===== src/rtl/adder_share_arb.sv =====
// adder_share_arb: round-robin scheduler sharing one ripple-carry adder among NREQ requesters.
//
// Each requester offers an operand pair with a valid/ready handshake. One winner per idle cycle
// is granted, its operands are latched and summed in the next cycle, and the (WIDTH+1)-bit sum
// is returned with the requester id on a valid/ready response port.
//
// Ports:
//   clk          rising-edge clock
//   rst_n        asynchronous active-low reset
//   req_valid_i  [NREQ]         per-requester request valid
//   req_ready_o  [NREQ]         one-hot grant, only in IDLE
//   req_a_i      [NREQ*WIDTH]   operand A, requester i at [i*WIDTH +: WIDTH]
//   req_b_i      [NREQ*WIDTH]   operand B, same packing
//   rsp_valid_o                 response valid
//   rsp_ready_i                 response consumer ready
//   rsp_sum_o    [WIDTH+1]      A+B, MSB is carry-out
//   rsp_id_o     [IDW]          owner of the response
//   busy_o                      high whenever not IDLE
//   op_count_o   [16]           completed-operation counter
//
// Optional feature: define ADDER_SHARE_ARB_STATS_EN to implement op_count_o as a wrapping
// counter of response handshakes; otherwise op_count_o is tied to zero.

module adder_share_arb #(
    parameter int unsigned   WIDTH = 8,
    parameter int unsigned   NREQ  = 4,
    localparam int unsigned  IDW   = $clog2(NREQ)
) (
    input  logic                    clk,
    input  logic                    rst_n,
    input  logic [NREQ-1:0]         req_valid_i,
    output logic [NREQ-1:0]         req_ready_o,
    input  logic [NREQ*WIDTH-1:0]   req_a_i,
    input  logic [NREQ*WIDTH-1:0]   req_b_i,
    output logic                    rsp_valid_o,
    input  logic                    rsp_ready_i,
    output logic [WIDTH:0]          rsp_sum_o,
    output logic [IDW-1:0]          rsp_id_o,
    output logic                    busy_o,
    output logic [15:0]             op_count_o
);

    typedef enum logic [1:0] {StIdle, StCalc, StResp} state_e;

    state_e           state_q, state_d;
    logic [IDW-1:0]   ptr_q, ptr_d;
    logic [IDW-1:0]   id_q, id_d;
    logic [WIDTH-1:0] op_a_q, op_a_d;
    logic [WIDTH-1:0] op_b_q, op_b_d;
    logic [WIDTH:0]   rsp_sum_q, rsp_sum_d;
    logic [IDW-1:0]   rsp_id_q, rsp_id_d;
    logic             rsp_valid_q, rsp_valid_d;

    // Round-robin search starting just after the last winner.
    logic             grant_found;
    logic [IDW-1:0]   grant_idx;
    logic [IDW-1:0]   scan_idx;

    always_comb begin
        grant_found = 1'b0;
        grant_idx   = '0;
        scan_idx    = '0;
        for (int unsigned k = 1; k <= NREQ; k++) begin
            scan_idx = IDW'((32'(ptr_q) + k) % NREQ);
            if (!grant_found && req_valid_i[scan_idx]) begin
                grant_found = 1'b1;
                grant_idx   = scan_idx;
            end
        end
    end

    // Shared ripple-carry adder, carry-in tied low.
    logic [WIDTH:0]   carry;
    logic [WIDTH-1:0] sum_bits;
    logic [WIDTH:0]   adder_sum;

    assign carry[0] = 1'b0;
    for (genvar i = 0; i < WIDTH; i++) begin : g_fa
        assign sum_bits[i]  = op_a_q[i] ^ op_b_q[i] ^ carry[i];
        assign carry[i + 1] = (op_a_q[i] & op_b_q[i]) | (carry[i] & (op_a_q[i] ^ op_b_q[i]));
    end
    assign adder_sum = {carry[WIDTH], sum_bits};

    logic rsp_hs;
    assign rsp_hs = rsp_valid_q & rsp_ready_i;

    always_comb begin
        state_d     = state_q;
        ptr_d       = ptr_q;
        id_d        = id_q;
        op_a_d      = op_a_q;
        op_b_d      = op_b_q;
        rsp_sum_d   = rsp_sum_q;
        rsp_id_d    = rsp_id_q;
        rsp_valid_d = rsp_valid_q;
        req_ready_o = '0;
        unique case (state_q)
            StIdle: begin
                if (grant_found) begin
                    req_ready_o[grant_idx] = 1'b1;
                    op_a_d  = req_a_i[32'(grant_idx) * WIDTH +: WIDTH];
                    op_b_d  = req_b_i[32'(grant_idx) * WIDTH +: WIDTH];
                    id_d    = grant_idx;
                    ptr_d   = grant_idx;
                    state_d = StCalc;
                end
            end
            StCalc: begin
                rsp_sum_d   = adder_sum;
                rsp_id_d    = id_q;
                rsp_valid_d = 1'b1;
                state_d     = StResp;
            end
            StResp: begin
                if (rsp_hs) begin
                    rsp_valid_d = 1'b0;
                    state_d     = StIdle;
                end
            end
            default: state_d = StIdle;
        endcase
    end

    always_ff @(posedge clk or negedge rst_n) begin
        if (!rst_n) begin
            state_q     <= StIdle;
            ptr_q       <= IDW'(NREQ - 1);
            id_q        <= '0;
            op_a_q      <= '0;
            op_b_q      <= '0;
            rsp_sum_q   <= '0;
            rsp_id_q    <= '0;
            rsp_valid_q <= 1'b0;
        end else begin
            state_q     <= state_d;
            ptr_q       <= ptr_d;
            id_q        <= id_d;
            op_a_q      <= op_a_d;
            op_b_q      <= op_b_d;
            rsp_sum_q   <= rsp_sum_d;
            rsp_id_q    <= rsp_id_d;
            rsp_valid_q <= rsp_valid_d;
        end
    end

    assign rsp_valid_o = rsp_valid_q;
    assign rsp_sum_o   = rsp_sum_q;
    assign rsp_id_o    = rsp_id_q;
    assign busy_o      = (state_q != StIdle);

`ifdef ADDER_SHARE_ARB_STATS_EN
    logic [15:0] op_count_q, op_count_d;

    always_comb begin
        op_count_d = op_count_q;
        if (rsp_hs) begin
            op_count_d = op_count_q + 16'd1;
        end
    end

    always_ff @(posedge clk or negedge rst_n) begin
        if (!rst_n) begin
            op_count_q <= '0;
        end else begin
            op_count_q <= op_count_d;
        end
    end

    assign op_count_o = op_count_q;
`else
    assign op_count_o = 16'h0000;
`endif

endmodule


===== config.mk =====
export PLATFORM = sky130hd
export DESIGN_NAME = adder_share_arb
export DESIGN_NICKNAME = d
export VERILOG_FILES = /design/src/rtl/adder_share_arb.sv
export SDC_FILE = /design/constraint.sdc
export NUM_CORES = 1
export LEC_CHECK = 0
export ABC_CLOCK_PERIOD_IN_PS = 6810
export BUFFER_PORTS_ARGS = -buffer_cell sky130_fd_sc_hd__buf_2
export CAP_MARGIN = 20
export CORE_UTILIZATION = 41
export DETAILED_ROUTE_END_ITERATION = 10
export GPL_TIMING_DRIVEN = 0
export HOLD_SLACK_MARGIN = 0.08
export PLACE_DENSITY = 0.72
export SLEW_MARGIN = 20
export SYNTH_ARGS = -nofsm -noshare
export SYNTH_HDL_FRONTEND = slang
export SYNTH_SLANG_ARGS = --single-unit

===== constraint.sdc =====
create_clock -name clk -period 6.81 [get_ports clk]
set_clock_uncertainty 0.2 [all_clocks]
set_input_delay 0.3405 -clock clk [delete_from_list [all_inputs] [get_ports clk]]
set_output_delay 0.3405 -clock clk [all_outputs]
set_load 0.01 [all_outputs]

# Yosys cells after proc, flatten, opt, wreduce, memory -nomap -nowiden
# Cells that the tools add are included.
word_totals:
  word_cells: 100
  out_inout_bits: 33
  register_bits: 34
classes:
  addsub: 4
  n_eq_ne: 4
  bitwise_logic: 38
  shift: 2
  order_cmp: 6
  reduce_logical: 13
  n_mux: 25
ops:
  columns: ["cell", "count"]
  rows:
  - ["$shiftx 32x6->8", 2]
  - ["$and 1x1->1", 16]
  - ["$lt 2x3->1 const B", 5]
  - ["$xor 1x1->1", 15]
  - ["$mux 2", 6]
  - ["$mux 1", 10]
  - ["$bmux 1 s2", 4]
  - ["$mux 4", 2]
  - ["$or 1x1->1", 7]
  - ["$pmux 2 s3", 1]
  - ["$reduce_and 2->1", 3]
  - ["$add 2x1->2 const B", 2]
  - ["$add 2x2->2 const B", 2]
  - ["$logic_and 1x1->1", 4]
  - ["$ne 2x2->1 const B", 2]
  - ["$reduce_bool 2->1", 2]
  - ["$logic_not 1->1", 3]
  - ["$demux 1 s2", 1]
  - ["$eq 2x1->1 const B", 1]
  - ["$eq 2x2->1 const B", 1]
  - ["$ge 2x1->1 const B", 1]
  - ["$logic_not 2->1", 1]
  - ["$pmux 1 s2", 1]

# Depth between registers and ports, before layout
# Gate-level depths: netlist (run 1).
logic_depth:
  depth_word: 19
  depth_mapped: 10

# Worst setup path before layout (run 1)
# OpenSTA, ideal clock, no wires.
synth_timing:
  kind: "register -> register"
  start: "register op_a_q[0]"
  end: "register rsp_sum_q[7] (netlist: rsp_sum_o[7])"
  path_stages_with_launch: 11
  setup_time_ns: 0.083
  arrival_ns: 3.399
  path_buffers: 0
  setup_slack_ns: 3.129
  period_less_slack_ns: 3.681
  cell_sequence: "dfrtp_1 -> ha_1 -> fa_1 -> fa_1 -> fa_1 -> fa_1 -> fa_1 -> fa_1 -> inv_1 -> fa_1 -> o21ai_0"
synth_via:
  elab_chain_len: 14
synth_lines:
  columns: ["item", "line", "rtl"]
  rows:
  - ["start: declaration", "48", "logic [WIDTH-1:0] op_a_q, op_a_d;"]
  - ["start signal: assignment", "138", "op_a_q <= op_a_d;"]
  - ["$and 1x1->1 (2 in series)", "80", "assign carry[i + 1] = (op_a_q[i] & op_b_q[i]) | (carry[i] & (op_a_q[i] ^ op_b_q[i]));"]
  - ["$or 1x1->1", "80", null]
  - ["$and 1x1->1", "80", null]
  - ["$or 1x1->1", "80", null]
  - ["$and 1x1->1", "80", null]
  - ["$or 1x1->1", "80", null]
  - ["$and 1x1->1", "80", null]
  - ["$or 1x1->1", "80", null]
  - ["$and 1x1->1", "80", null]
  - ["$or 1x1->1", "80", null]
  - ["$and 1x1->1", "80", null]
  - ["$or 1x1->1", "80", null]
  - ["$xor 1x1->1", "79", "assign sum_bits[i] = op_a_q[i] ^ op_b_q[i] ^ carry[i];"]
  - ["end signal: assignment", "140", "rsp_sum_q <= rsp_sum_d;"]
  - ["end: declaration", "50", "logic [WIDTH:0] rsp_sum_q, rsp_sum_d;"]
# Every way passes these cells.
# A chain may end at the register's enable or synchronous reset.

# Worst setup path after layout (run 1)
layout_timing:
  start: "register op_b_q[0]"
  end: "register rsp_sum_q[7] (netlist: rsp_sum_o[7])"
layout_via:
  elab_chain_len: 14
layout_lines:
  columns: ["item", "line", "rtl"]
  rows:
  - ["start: declaration", "49", "logic [WIDTH-1:0] op_b_q, op_b_d;"]
  - ["start signal: assignment", "139", "op_b_q <= op_b_d;"]
  - ["$and 1x1->1 (2 in series)", "80", null]
  - ["$or 1x1->1", "80", null]
  - ["$and 1x1->1", "80", null]
  - ["$or 1x1->1", "80", null]
  - ["$and 1x1->1", "80", null]
  - ["$or 1x1->1", "80", null]
  - ["$and 1x1->1", "80", null]
  - ["$or 1x1->1", "80", null]
  - ["$and 1x1->1", "80", null]
  - ["$or 1x1->1", "80", null]
  - ["$and 1x1->1", "80", null]
  - ["$or 1x1->1", "80", null]
  - ["$xor 1x1->1", "79", null]
# Every way passes these cells.

==> metrics.yaml, run 1 <==
drc: 0
syn_to_final_growth_pct: 30.7
tightest_slew_ns: 0.752
port-buffer-count: 87
synth-async-reset-ratio: 1.00
path_clk_slew_ns: 0.07
die_h_um: 75.6
synth_common_cells: "32 x dfrtp_1, 32 x nand2_1, 21 x a21oi_1"
status: "completed"
ir_drop_uv: 149
ys_ff_latch: 34
netlist_area_um2: 2220
final_max_slew_viol_count: 0
startpoint_type: "flip-flop"
final.min_clock_period_ns: 3.87
dr.pass1.iters: 4
antenna_found_initial: 0
crit_arrival_ns: 3.88
cts_tree: "done"
endpoint: "rsp_sum_o[7]$_DFFE_PN0P_"
crit_type: "flip-flop to flip-flop"
setup_tns_ns: 0
initial_core_util: 0.429
synth_ff_type: "dfrtp_1"
drv_cap: 0
synth_cell_types: 40
wire_per_inst_um: 14.6
ios: 104
crit_required_ns: 6.82
critPathMaxFanout: 2
die_w_um: 75.6
fin_area_um2: 2900
synth_top_area_share: 0.361
met2_usage: 0.394
vias_per_cell: 5.17
post_cts.repair.setup_buffers: 0
r2r_cells: 10
drt_iter0_markers: 249
place_area_um2: 2800
reg2reg_from: "op_b_q[0]$_DFFE_PN0P_"
cts_made_buffers: 5
core_um2: 5170
finalHoldViolCount: 0
end_kind: "flip-flop"
min_path_type: "input pin to flip-flop"
busiest_layer: "met2"
startpoint: "op_b_q[0]$_DFFE_PN0P_"
vias: 2114
rsz0062_at_grt: "no"
ctsHoldBuffers: 1
grt_remaining_overflow: 0
grtUsageTotal: 0.227
hold_path.startpoint: "rsp_ready_i"
clock_latency_ns: 0.29
synth_cells: 228
synth_edf_count: 0
synth_area_leaders: "dfrtp_1 36%, a221o_1 7.2%, mux2_4 6.8%"
antenna_cells: 0
clk_path_buf_depth: 2
setup_viol: 0
gp_congestion: 0.771
cts_resized: 0
drive_gt1_frac: 0.389
routed_wl_um: 5980
rows: 26
yosysWarnings: 0
grt_max_degree: 35
cts_sinks: 34
ant_nets: 0
grt_pass1_vias: 2048
grt_pass1_wl_um: 9420
synth_top_area_cell: "dfrtp_1"
slew_headroom: 0.498
fmax_mhz: 259
dpl.hpwl_um: 4620
ff2ff_setup_slack_ns: 2.94
p_per_area_nw_per_um2: 406
met1_usage: 0.278
finalNetCount: 417
cts_root_buffer: "clkbuf_8"
seq_area_frac_synth: 0.384
die-area_um2: 5710
period_share: 0.568
htree_num_levels: 2
p_leak_nw: 1.51
use_met3: 0.0463
avgSynthCellArea_um2: 9.74
r2r_end: "rsp_sum_o[7]$_DFFE_PN0P_"
[placed cells by master (no fill, tap or decap), types with 2 or more instances in the layout]
| cell | count |
|---|---|
| nand2_1 | 32 |
| o21ai_0 | 20 |
| nand3_1 | 16 |
| buf_4 | 16 |
| dfrtp_1 | 32 |
| nor2b_1 | 2 |
| conb_1 | 16 |
| mux2_1 | 6 |
| nor2_1 | 5 |
| clkbuf_8 | 6 |
| mux2_4 | 10 |
| dfstp_2 | 2 |
| inv_1 | 8 |
| clkbuf_1 | 8 |
| buf_2 | 90 |
| buf_6 | 2 |
| a221o_1 | 16 |
| fa_1 | 7 |
| a21oi_1 | 21 |
[through the flow]
stage | total power, mW | setup WS [ns] | utilization | std cells | hold WS (ns)
finish | 1.18 | 2.94 | 0.561 | 409 | 0.156
CTS | 1.18 | 2.95 | 0.561 | 409 | 0.154
detailed placement | 1.02 | 2.96 | 0.541 | 400 | 0.252
floorplan | 0.826 | 3.13 | - | 243 | -0.155
global placement | 0.998 | 3.00 | 0.541 | 400 | 0.252
global route | 1.29 | 2.80 | 0.561 | 409 | 0.165
[power breakdown]
part           switching [mW]  total [mW]  internal, mW
logic                   0.352       0.638         0.285
clock network          0.0731       0.155        0.0816
registers              0.0755       0.385         0.310
[area by class of cell]
type	instances	area (um2)
Clock buffer	7	86.3
Tap cell	70	87.6
Fill cell	469	2270
Buffer	29	188
Inverter	8	30.0
Multi-Input combinational cell	172	1200
Sequential cell	34	853
Timing Repair Buffer	88	445
Clock inverter	1	5.00
[worst max-delay path, cell delays in order (launching register included)]
cell     delay [ns]
dfrtp_1        0.41
ha_1           0.22
fa_1           0.38
fa_1           0.39
fa_1           0.40
fa_1           0.39
fa_1           0.40
fa_1           0.37
inv_1          0.08
fa_1           0.40
o21ai_0        0.16
[sequential cells by signal (all words and copies together), names as in the netlist]
| name | cells |
|---|---|
| id_q | 2 |
| rsp_id_o | 2 |
| state_q | 2 |
| rsp_valid_o | 1 |
| rsp_sum_o | 9 |
| op_b_q | 8 |
| ptr_q | 2 |
| op_a_q | 8 |
[how the worst min path moves through the flow]
| stage | cells after the start | slack, ns | to |
|---|---|---|---|
| detailed placement | 1 | 0.25 | rsp_id_o[1]$_DFFE_PN0P_ |
| finish | 4 | 0.16 | state_q[1]$_DFFE_PN0P_ |
| CTS | 4 | 0.15 | state_q[1]$_DFFE_PN0P_ |
| global route | 4 | 0.17 | state_q[1]$_DFFE_PN0P_ |
| global placement | 1 | 0.25 | rsp_sum_o[7]$_DFFE_PN0P_ |
| floorplan | 0 | -0.16 | id_q[0]$_DFFE_PN0P_ |
[metal layers]
metal | vias up | part of all wire
li1 | 996 | -
met1 | 1018 | 0.42
met2 | 89 | 0.50
met3 | 11 | 0.063
met4 | 0 | 0.019
met5 | - | 0
[logic make-up after synthesis]
kind of cell | Yosys count | synth area share
AO/OA/AOI/OAI | 66 | 0.208
adder cells (fa/ha/maj) | 8 | 0.0688
buffers and inverters | 37 | 0.0981
flip-flops | 34 | 0.384
multiplexers | 17 | 0.103
other | 1 | 0.00169
AND/OR/NAND/NOR | 65 | 0.136
Note: power is estimated with default switching activity, not from simulation.
==> run 2, diff against run 1 <==
Settings changed: ABC_CLOCK_PERIOD_IN_PS 6810 to 3800.
Clock period 6.81 ns to 3.8 ns, I/O delays scaled along.
==> run 2 against run 1 <==
  * Critical endpoint unchanged
  * Combinational power rose by 90%
  * Sequential power rose by 79%
  * Clock power rose by 79%
==> metrics.yaml, run 2 (synthesis gave the netlist of run 1 again) <==
grt_max_degree: 35  # unchanged
p_leak_nw: 1.60  # +5.5%
multi_input_area_um2: 1210  # +0.83%
finalHoldViolCount: 0  # unchanged
critPathMaxFanout: 2  # unchanged
r2r_end: "rsp_sum_o[7]$_DFFE_PN0P_"
whs_endpoint: "op_a_q[0]$_DFFE_PN0P_"
vias: 2197  # +3.9%
hold_path.startpoint: "req_a_i[0]"
gp_congestion: 0.771  # unchanged
period_share: 0.961  # +0.394
drv_cap: 0  # unchanged
fmax_mhz: 274  # +5.8%
cts_made_buffers: 5  # unchanged
cts_root_buffer: "clkbuf_8"
final_cells: 430  # +5.1%
routed_wl_um: 6300  # +5.3%
fin_util: 0.603  # +0.0421
p_per_area_nw_per_um2: 699  # +72%
layout_commonest_cell: "buf_2"
min_path_type: "input pin to flip-flop"
cts_sinks: 34  # unchanged
port-buffer-count: 87  # unchanged
ff2ff_setup_slack_ns: 0.15  # -2.80 ns
startpoint: "op_a_q[0]$_DFFE_PN0P_"
ios: 104  # unchanged
initial_core_util: 0.429  # unchanged
startpoint_type: "flip-flop"
dpl.hpwl_um: 4620  # unchanged
crit_type: "flip-flop to flip-flop"
slew_headroom: 0.491  # -0.00746
grtUsageTotal: 0.237  # +0.0104
rsz0062_at_grt: "no"
crit_required_ns: 3.82  # -3.00 ns
dr.pass1.iters: 4  # unchanged
final_cell_mix: "90 x buf_2, 32 x nand2_1, 32 x dfrtp_1"
final_max_slew_viol_count: 0  # unchanged
finalNetCount: 438  # +5.0%
clock_latency_ns: 0.29  # about the same
die_w_um: 75.6  # unchanged
ant_nets: 0  # unchanged
grt_pass1_vias: 2136  # +4.3%
final.min_clock_period_ns: 3.65  # -0.212 ns
clk_path_buf_depth: 2  # unchanged
largest_reg_flops: 9  # unchanged
drive_gt1_frac: 0.381  # -0.00882
vias_per_cell: 5.11  # -1.1%
setup_viol: 0  # unchanged
r2r_cells: 10  # unchanged
cp_slowest_cell: "fa_1"
tightest_slew_ns: 0.763  # +0.0112 ns
crit_arrival_ns: 3.67  # -0.21 ns
core_um2: 5170  # unchanged
ir_drop_uv: 265  # +78%
worst_hold_path.num_cells: 3  # -1
die-area_um2: 5710  # unchanged
syn_to_final_growth_pct: 40.5
cts_tree: "done"
post-place-cells: 400  # unchanged
end_kind: "flip-flop"
reg2reg_from: "op_a_q[0]$_DFFE_PN0P_"
antenna_cells: 0  # unchanged
drt_iter0_markers: 231  # -7.2%
grt_remaining_overflow: 0  # unchanged
grt_pass1_wl_um: 9870  # +4.8%
path_clk_slew_ns: 0.07  # about the same
die_h_um: 75.6  # unchanged
worstPathCellList: "ha_1 -> fa_1 -> fa_2 -> fa_2 -> fa_2 -> fa_2 -> fa_1 -> inv_1 -> fa_1 -> o21ai_1"
drc: 0  # unchanged
antenna_found_initial: 0  # unchanged
fill_cells: 447  # -4.7%
ff_latch_area_um2: 853  # unchanged
htree_num_levels: 2  # unchanged
crit_path_max_incr_delay_ns: 0.40  # about the same
path_common_cell: "fa_2"
wire_per_inst_um: 14.6  # +0.16%
status: "completed"
rows: 26  # unchanged
==> run 2: cell types whose count changed in the layout (fill, tap and decap cells not counted), sizes merged <==
cell	before	now
dlygate4sd3	1	21
buf	109	110
==> run 2: worst max-delay path, delay by kind of cell (launching register included) <==
| family | cells | cell delay, ns |
|---|---|---|
| adder cells (fa/ha/maj) | 8 | 2.78 |
| flip-flops | 1 | 0.39 |
| AO/OA/AOI/OAI | 1 | 0.13 |
| buffers and inverters | 1 | 0.08 |
==> run 2: cell type report <==
class / count / share of cell area
inverter: 8 / 0.00963
tap: 70 / 0.0281
multi-input combinational: 172 / 0.390
sequential: 34 / 0.274
timing repair buffer: 109 / 0.209
clock inverter: 1 / 0.00161
buffer: 29 / 0.0602
clock buffer: 7 / 0.0277
==> run 2: per-stage QoR <==
step           hold slack (ns)  setup WS, ns  power (mW)  TNS (ns)  cell area [um2]
5_1_grt                 0.0807        0.0362        2.38         0             3120
6_report                0.0783         0.147        2.18         0             3120
3_3_place_gp             0.103      -0.00690        1.79  -0.00690             2800
3_5_place_dp             0.102       -0.0549        1.83   -0.0549             2800
2_1_floorplan           -0.306         0.119        1.48         0             2280
4_1_cts                 0.0805        0.0371        2.16         0             3110
==> run 2: timing repair <==
action | CTS | global route
hold buffers | 21 | 0
gates resized for setup | 2 | 3
endpoints found under the setup margin | 1 | 1
setup buffers | 0 | 1
hold endpoints to repair | 43 | 0
==> run 2: worst max path at each step <==
stage / endpoint / slack (ns)
after CTS: rsp_sum_o[7]$_DFFE_PN0P_ / 0.04
final: rsp_sum_o[7]$_DFFE_PN0P_ / 0.15
after floorplan: rsp_sum_o[7]$_DFFE_PN0P_ / 0.12
after detailed placement: rsp_sum_o[7]$_DFFE_PN0P_ / -0.05
after global placement: rsp_sum_o[7]$_DFFE_PN0P_ / -0.007
after global routing: rsp_sum_o[7]$_DFFE_PN0P_ / 0.04
==> run 2: per-layer routing <==
metal	vias to the layer above	wire length (um)	share of wire	track usage
met5	-	0	0	0
met4	0	111	0.018	0.0802
met3	12	387	0.061	0.0489
met2	96	3220	0.51	0.422
met1	1049	2580	0.41	0.286
li1	1040	-	-	-
==> run 2: report_power, final <==
part / switching [mW] / total (mW) / internal (mW) / leakage, nW
Clock: 0.132 / 0.278 / 0.146 / 0.0482
Sequential: 0.137 / 0.691 / 0.555 / 0.415
Combinational: 0.648 / 1.21 / 0.563 / 1.13
